$ cat config.mk
export PLATFORM = sky130hd
export DESIGN_NAME = mult_table_collector
export DESIGN_NICKNAME = d
export VERILOG_FILES = /design/src/rtl/mult_table_collector.sv
export SDC_FILE = /design/constraint.sdc
export NUM_CORES = 1
export LEC_CHECK = 0
export ABC_CLOCK_PERIOD_IN_PS = 3450
export CAP_MARGIN = 20
export CORE_MARGIN = 1.5
export CORE_UTILIZATION = 30
export DETAILED_ROUTE_END_ITERATION = 10
export GPL_TIMING_DRIVEN = 0
export PLACE_DENSITY = 0.48
export SYNTH_ARGS = -nofsm -noshare
export SYNTH_HDL_FRONTEND = slang
export SYNTH_SLANG_ARGS = --single-unit
export TNS_END_PERCENT = 5
$ cat constraint.sdc
create_clock -name clk -period 3.45 [get_ports clk]
set_input_delay 0.69 -clock clk [delete_from_list [all_inputs] [get_ports clk]]
set_output_delay 0.69 -clock clk [all_outputs]
set_load 0.01 [all_outputs]
$ cat src/rtl/mult_table_collector.sv
// mult_table_collector
//   Downstream consumer of the multiplication-table sequencer / multiplier.
//   Every accepted product goes into a first-word-fall-through FIFO that is
//   drained over valid/ready. In parallel, a running per-row sum is kept and
//   one row-sum pulse is produced per completed row of ROW_LEN products. The
//   sequencer's done pulse (in_last) flushes a partial row and restarts the
//   row index at 0.
//
//   Build option:
//     COLLECT_SATURATE_EN  defined   -> row accumulator clamps at 2^SUM_W-1
//                          undefined -> row accumulator wraps modulo 2^SUM_W
//
//   Ports:
//     clk, rst        clock (rising edge), synchronous active-high reset
//     in_valid        product valid
//     in_data         product value (DATA_W)
//     in_last         end of table; flushes a partial row
//     out_valid       FIFO head valid
//     out_ready       downstream accepts head
//     out_data        FIFO head (0 while empty)
//     row_sum_valid   one-cycle pulse, new row sum
//     row_sum         last emitted row sum, held between pulses
//     out_row         row index belonging to row_sum
//     fifo_count      current FIFO occupancy
//     full            fifo_count == DEPTH
//     overflow        sticky; a push was dropped because the FIFO was full
module mult_table_collector #(
  parameter int unsigned DATA_W  = 16,
  parameter int unsigned DEPTH   = 16,
  parameter int unsigned ROW_LEN = 8,
  parameter int unsigned SUM_W   = 20
) (
  input  logic                     clk,
  input  logic                     rst,
  input  logic                     in_valid,
  input  logic [DATA_W-1:0]        in_data,
  input  logic                     in_last,
  output logic                     out_valid,
  input  logic                     out_ready,
  output logic [DATA_W-1:0]        out_data,
  output logic                     row_sum_valid,
  output logic [SUM_W-1:0]         row_sum,
  output logic [7:0]               out_row,
  output logic [$clog2(DEPTH):0]   fifo_count,
  output logic                     full,
  output logic                     overflow
);

  localparam int unsigned AW  = $clog2(DEPTH);
  localparam int unsigned CW  = AW + 1;
  localparam int unsigned RCW = $clog2(ROW_LEN + 1);

  // ---------------------------------------------------------------- FIFO
  logic [DATA_W-1:0] mem [DEPTH];
  logic [AW-1:0]     wr_ptr;
  logic [AW-1:0]     rd_ptr;
  logic [CW-1:0]     count;
  logic              push;
  logic              pop;
  logic              drop;

  assign out_valid  = (count != '0);
  assign full       = (count == CW'(DEPTH));
  assign fifo_count = count;
  assign out_data   = out_valid ? mem[rd_ptr] : '0;

  assign pop  = out_valid && out_ready;
  // A pop on the same edge frees the slot, so a full FIFO can still accept.
  assign push = in_valid && (!full || pop);
  assign drop = in_valid && full && !pop;

  always_ff @(posedge clk) begin
    if (push) begin
      mem[wr_ptr] <= in_data;
    end
  end

  always_ff @(posedge clk) begin
    if (rst) begin
      wr_ptr   <= '0;
      rd_ptr   <= '0;
      count    <= '0;
      overflow <= 1'b0;
    end else begin
      if (push) begin
        wr_ptr <= wr_ptr + AW'(1);
      end
      if (pop) begin
        rd_ptr <= rd_ptr + AW'(1);
      end
      case ({push, pop})
        2'b10:   count <= count + CW'(1);
        2'b01:   count <= count - CW'(1);
        default: count <= count;
      endcase
      if (drop) begin
        overflow <= 1'b1;
      end
    end
  end

  // ---------------------------------------------------------- row summing
  typedef enum logic [1:0] {
    S_IDLE,
    S_ACCUM,
    S_EMIT
  } state_t;

  state_t         state;
  state_t         state_n;
  logic [SUM_W-1:0] acc;
  logic [SUM_W-1:0] acc_n;
  logic [SUM_W-1:0] acc_add;
  logic [RCW-1:0]   cnt;
  logic [RCW-1:0]   cnt_n;
  logic [7:0]       row_idx;
  logic             emit;
  logic             emit_flush;
  logic [SUM_W-1:0] emit_sum;

`ifdef COLLECT_SATURATE_EN
  logic [SUM_W:0] sum_wide;
  assign sum_wide = {1'b0, acc} + (SUM_W + 1)'(in_data);
  // Clamped value is all-ones, so any further non-zero add carries again
  // and the clamp is held until the row is emitted.
  assign acc_add  = sum_wide[SUM_W] ? '1 : sum_wide[SUM_W-1:0];
`else
  assign acc_add  = acc + SUM_W'(in_data);
`endif

  // The completed sum is registered on the completing edge, so row_sum and
  // out_row are already valid during the EMIT cycle that drives the pulse.
  // EMIT otherwise behaves like IDLE: a push in that cycle opens a new row.
  always_comb begin
    state_n    = state;
    acc_n      = acc;
    cnt_n      = cnt;
    emit       = 1'b0;
    emit_flush = 1'b0;
    emit_sum   = acc;
    case (state)
      S_ACCUM: begin
        if (push) begin
          acc_n = acc_add;
          cnt_n = cnt + RCW'(1);
        end
        if ((push && (cnt_n == RCW'(ROW_LEN))) || in_last) begin
          emit       = 1'b1;
          emit_flush = in_last;
          emit_sum   = acc_n;
        end
      end
      default: begin
        if (push) begin
          acc_n   = SUM_W'(in_data);
          cnt_n   = RCW'(1);
          state_n = S_ACCUM;
          if ((ROW_LEN == 1) || in_last) begin
            emit       = 1'b1;
            emit_flush = in_last;
            emit_sum   = acc_n;
          end
        end else begin
          acc_n   = '0;
          cnt_n   = '0;
          state_n = S_IDLE;
        end
      end
    endcase
    if (emit) begin
      state_n = S_EMIT;
      acc_n   = '0;
      cnt_n   = '0;
    end
  end

  assign row_sum_valid = (state == S_EMIT);

  always_ff @(posedge clk) begin
    if (rst) begin
      state   <= S_IDLE;
      acc     <= '0;
      cnt     <= '0;
      row_idx <= '0;
      row_sum <= '0;
      out_row <= '0;
    end else begin
      state <= state_n;
      acc   <= acc_n;
      cnt   <= cnt_n;
      if (emit) begin
        row_sum <= emit_sum;
        out_row <= row_idx;
        row_idx <= emit_flush ? '0 : row_idx + 8'd1;
      end else if (in_last && !push && (state != S_ACCUM)) begin
        row_idx <= '0;
      end
    end
  end

endmodule
## After elaboration in Yosys (flattened, before gate mapping)

Memories as Yosys holds them, arrays and structs flattened. A register that Yosys moved wholly into a read port is not among the register bits.
Cells that the tools add are included.

| word-level totals | value |
|---|---|
| output and inout bits | 53 |
| memory bits (writable) | 256 |
| flip-flop bits (word level) | 76 |
| memories | 1 |
| bits of input ports | 21 |
| logic and storage cells | 72 |

| cells by class | value |
|---|---|
| multiplexer cells | 29 |
| reduce and logical (&&, ||, !) cells | 16 |
| add/sub/neg operators | 7 |
| equal/unequal tests | 8 |

Memories:

| name | depth | width | read ports | clocked after memory_dff | write ports | line | RTL |
|---|---|---|---|---|---|---|---|
| mem | 16 | 16 | 1 | 1 | 1 | 54 | `logic [DATA_W-1:0] mem [DEPTH];` |

Operators by type and width:

| cell | count |
|---|---|
| $mux W20 | 6 |
| $mux W16 | 2 |
| $mux W8 | 3 |
| $add A20 B16 Y20 | 1 |
| $mux W4 | 5 |
| $add A4 B1 Y4 const B | 3 |
| $mux W1 | 10 |
| $pmux W5 S2 | 1 |
| $add A8 B1 Y8 const B | 1 |
| $logic_and A1 B1 Y1 | 7 |
| $add A5 B1 Y5 const B | 1 |
| $eq A5 B5 Y1 const B | 1 |
| $reduce_bool A5 Y1 | 1 |
| $sub A5 B1 Y5 const B | 1 |
| $eq A2 B1 Y1 const B | 2 |
| $eq A2 B2 Y1 const B | 2 |
| $eq A4 B4 Y1 const B | 1 |
| $mux W2 | 2 |
| $reduce_bool A2 Y1 | 2 |
| $logic_not A1 Y1 | 3 |
| $logic_or A1 B1 Y1 | 2 |
| $ne A2 B1 Y1 const B | 1 |
| $ne A2 B2 Y1 const B | 1 |
| $reduce_or A2 Y1 | 1 |

## Depth between registers and ports, before layout

| depth | value |
|---|---|
| depth in word-level cells | 13 |
| gate-level depth with buffers | 13 |

## Worst setup path after synthesis

OpenSTA, ideal clock, no wires.

| timing path | value |
|---|---|
| path kind | input-to-reg |
| start | input port in_valid |
| end | memory mem[0][0], enable pin |
| arrival | 2.738 ns |
| cell stages on the path | 6 |
| required time | 3.041 ns |
| slack | 0.303 ns |
| setup time | 0.409 ns |
| path buffers | 2 |
| path through | inv_1 a31oi_4 buf_6 clkbuf_1 nand2_1 nor3_1 |

| between the ends | value |
|---|---|
| cells in the longest elaborated chain, start to end | 3 |

RTL lines:

| element | line | RTL |
|---|---|---|
| start: declaration | 35 | `input logic in_valid,` |
| $logic_and A1 B1 Y1 | 69 | `assign push = in_valid && (!full \|\| pop);` |
| $mux W1 | 73 | `if (push) begin` |
| $mux W1 (implied by the code) | 74 | `mem[wr_ptr] <= in_data;` |
| end: declaration | 54 |  |

Every way passes these cells.

==> metrics.cfg <==
[finish]
antenna_cells = 0
nets = 1143
seq_area_um2 = 9300
drive_gt1_share_pct = 21.6
num-fill-cells = 4499
layout_commonest_cell = edfxtp_1
design_area_um2 = 17600
area_growth_pct = 22.4
layout_common_cells = 256 x edfxtp_1, 80 x mux4_2, 77 x dfxtp_1
multiInputGateArea_um2 = 4770
fin_util_pct = 37.0

[drt]
wirelength_um = 38000
viasPerCell = 4.94
via_count = 8565
drc = 0
drt_first_pass_iters = 5
wire_per_inst_um = 21.9
drt_iter0_drc = 663
ant_nets = 0

[sta]
worst_pin_slew_ns = 1.02
setup_viol = 0
layout_worst_path_cycle_share_pct = 98.6
fin_hold_ws_ns = 0.455
fin_ws_ns = 0.0472
fin_crit_ns = 3.40
skew_ns = 0.0173
slew_headroom_pct = 32.1
max_freq_mhz = 294
rsz0062_at_grt = true
hold_viol = 0
slew_violations = 0

[synthesis]
synth_top_area_share_pct = 53.4
synth_top_family_by_area = multiplexers
synth_warnings = 0
synth_compound_gate_area_share_pct = 7.35
synth_cell_type_count = 73
ys.flop_type = edfxtp_1
synth-xor-area-share_pct = 1.95
syn-cell-area_um2 = 14400
synth_area_per_cell_um2 = 15.1
synthSimpleGateAreaFrac_pct = 7.98
yosys.area_share.adder_pct = 2.54
ys_ff_latch = 336
synth_top_area_cell = edfxtp_1
ys_top_cells_by_area = edfxtp_1 53%, mux4_2 13%, dfxtp_1 11%
synth_edf_count = 256
synth-async-reset-ratio_pct = 0
netlist_instances = 950
syn-num-nets = 999
yosysSeqAreaShare_pct = 64.6
synth_mux_area_share_pct = 12.9

[power_and_ir_drop]
p_per_area_nw_per_um2 = 622
swShare_pct = 27.6
combPwrFrac_pct = 24.2
vdd_drop_max_mv = 0.313
p_clk_share_pct = 33.6
internal_power_mw = 7.93
switchingPower_mw = 3.03
p_leak_nw = 5.81
seqPwrFrac_pct = 42.2
finalPower_mw = 11.0

[placement]
postPlaceCellArea_um2 = 16300
dp_hpwl_um = 26100
portBuffers = 73
gp_congestion = 0.806
pre_cts_slack_ns = -0.637

[clock_network]
clkLatencyLatePin_ns = 0.52
numCtsBuffers = 37
ctsHoldBuffers = 0
cts.sinks = 336
cts_tree = built
htree_num_levels = 2
clk_path_buf_depth = 3
clockRootBuffer = clkbuf_16
clk_pin_slew_ns = 0.06

[worst_setup_path]
cp.arrival_ns = 2.71
critPathMaxFanout = 8
r2r_start = fifo_count[0]$_SDFFE_PP0P_
cpLargestDelayFamily = multiplexers
startpoint_type = register
crit_chain = buf_12 -> buf_12 -> mux4_2 -> mux4_2 -> and2_1 -> dlygate4sd2_1
r2r_end = mem[5][6]$_DFFE_PP_
worstSetupPathDepth = 6
cp_slowest_cell = mux4_2
required_ns = 2.76
crit_buf_inv = 3
crit_type = register to output pin
critical-path-max-stage-delay_ns = 0.53
cp-endpoint = out_data[14]
reg2reg_slack_ns = 0.28
cp-end-kind = output pin
r2r_cells = 7

[grt]
grt_pass1_wl_um = 57000
gr-total-overflow = 0
grt_max_degree = 21
grt.total_usage_pct = 15.5
antenna_found_initial = 0
grt_pass1_vias = 8883

[hold_path]
worstHoldPathType = register to register

[die]
coreArea_um2 = 47500
chipHeight_um = 222
dieArea_um2 = 49300
die_width_um = 222
start_util_pct = 30.3
rows = 80
pin_count = 74

[run_status]
outcome = complete, no violations

[flow_run]
cap_violations = 0

[how the worst min path moves through the flow]
stage / start / end / cells past startpoint
after CTS: out_row[0]$_SDFFE_PP0P_ / out_row[0]$_SDFFE_PP0P_ / 2
after floorplan: row_idx[7]$_SDFFE_PP0P_ / out_row[7]$_SDFFE_PP0P_ / 2
after global placement: row_sum[18]$_SDFFE_PP0P_ / row_sum[18]$_SDFFE_PP0P_ / 2
final: out_row[7]$_SDFFE_PP0P_ / out_row[7]$_SDFFE_PP0P_ / 2
after global routing: out_row[2]$_SDFFE_PP0P_ / out_row[2]$_SDFFE_PP0P_ / 2
after detailed placement: row_sum[18]$_SDFFE_PP0P_ / row_sum[18]$_SDFFE_PP0P_ / 2
[worst min-delay path, stage by stage, from the launching register on]
cell and delay [ns]:
dfxtp_1 0.30, nand2_1 0.05, a21oi_1 0.05
[layer usage]
metal	vias to the layer above	GRT usage [%]	part of all wire [%]
li1	3952	-	-
met1	4385	21.6	46
met2	174	25.8	48
met3	54	2.11	3.7
met4	0	3.60	1.9
met5	-	0	0
[stage by stage]
step	TNS [ns]	std cells
after floorplan	0	950
after global placement	-353.71	1638
after detailed placement	-58.14	1658
after CTS	0	1734
after global routing	-0.245	1734
final	0	1734
[kinds of logic after synthesis]
logic type	Yosys count
AOI/OAI and AO/OA	157
xor gates and xnor gates	32
DFF	336
buffers and inverters	72
muxes	86
adders and majority gates	28
and+or+nand+nor	239
[sequential cells by signal, summed over array words and instances, names as in the netlist, named ones only]
| signal | count |
|---|---|
| cnt | 4 |
| mem | 256 |
| acc | 20 |
| overflow | 1 |
| wr_ptr | 4 |
| state | 2 |
| rd_ptr | 4 |
| fifo_count | 5 |
| row_sum | 20 |
| out_row | 8 |
| row_idx | 8 |
[final cells by class]
cell class | instances | area share, %
inverters | 21 | 0.448
well taps | 615 | 4.37
clock buffers | 55 | 5.76
multi-input cells | 542 | 27.1
flip-flops and latches | 336 | 52.8
repair buffers | 107 | 6.80
plain buffers | 49 | 2.26
clock inverters | 9 | 0.469
[power groups by stage]
stage / Sequential, mW / Combinational (mW) / Clock [mW]
global route: 4.64 / 2.87 / 3.93
CTS: 4.62 / 2.71 / 3.79
finish: 4.62 / 2.65 / 3.68
global placement: 4.69 / 2.58 / 0
floorplan: 4.68 / 1.54 / 0
detailed placement: 4.68 / 2.64 / 0
[synthesized netlist by cell type (all sizes together) (4+ instances only)]
master and instances:
edfxtp 256, nand2b 7, xnor2 20, a22oi 7, a31oi 4, inv 21, clkbuf 17, o22ai 5
a21o 5, nor2b 6, dfxtp 80, and2 21, a21oi 56, nand3 11, xor2 12, nor2 76
nor3 15, a22o 6, mux2i 6, o21a 6, nand4 10, ha 26, o21ai 33, a211oi 11
buf 34, mux4 80, nand2 79
[what timing repair did]
item / in CTS / in global routing
gates cloned: 1 / 0
setup buffers: 13 / 0
endpoints found under the setup margin: 21 / 24
resized for setup: 83 / 8
Note: power is estimated with default switching activity, not from simulation.
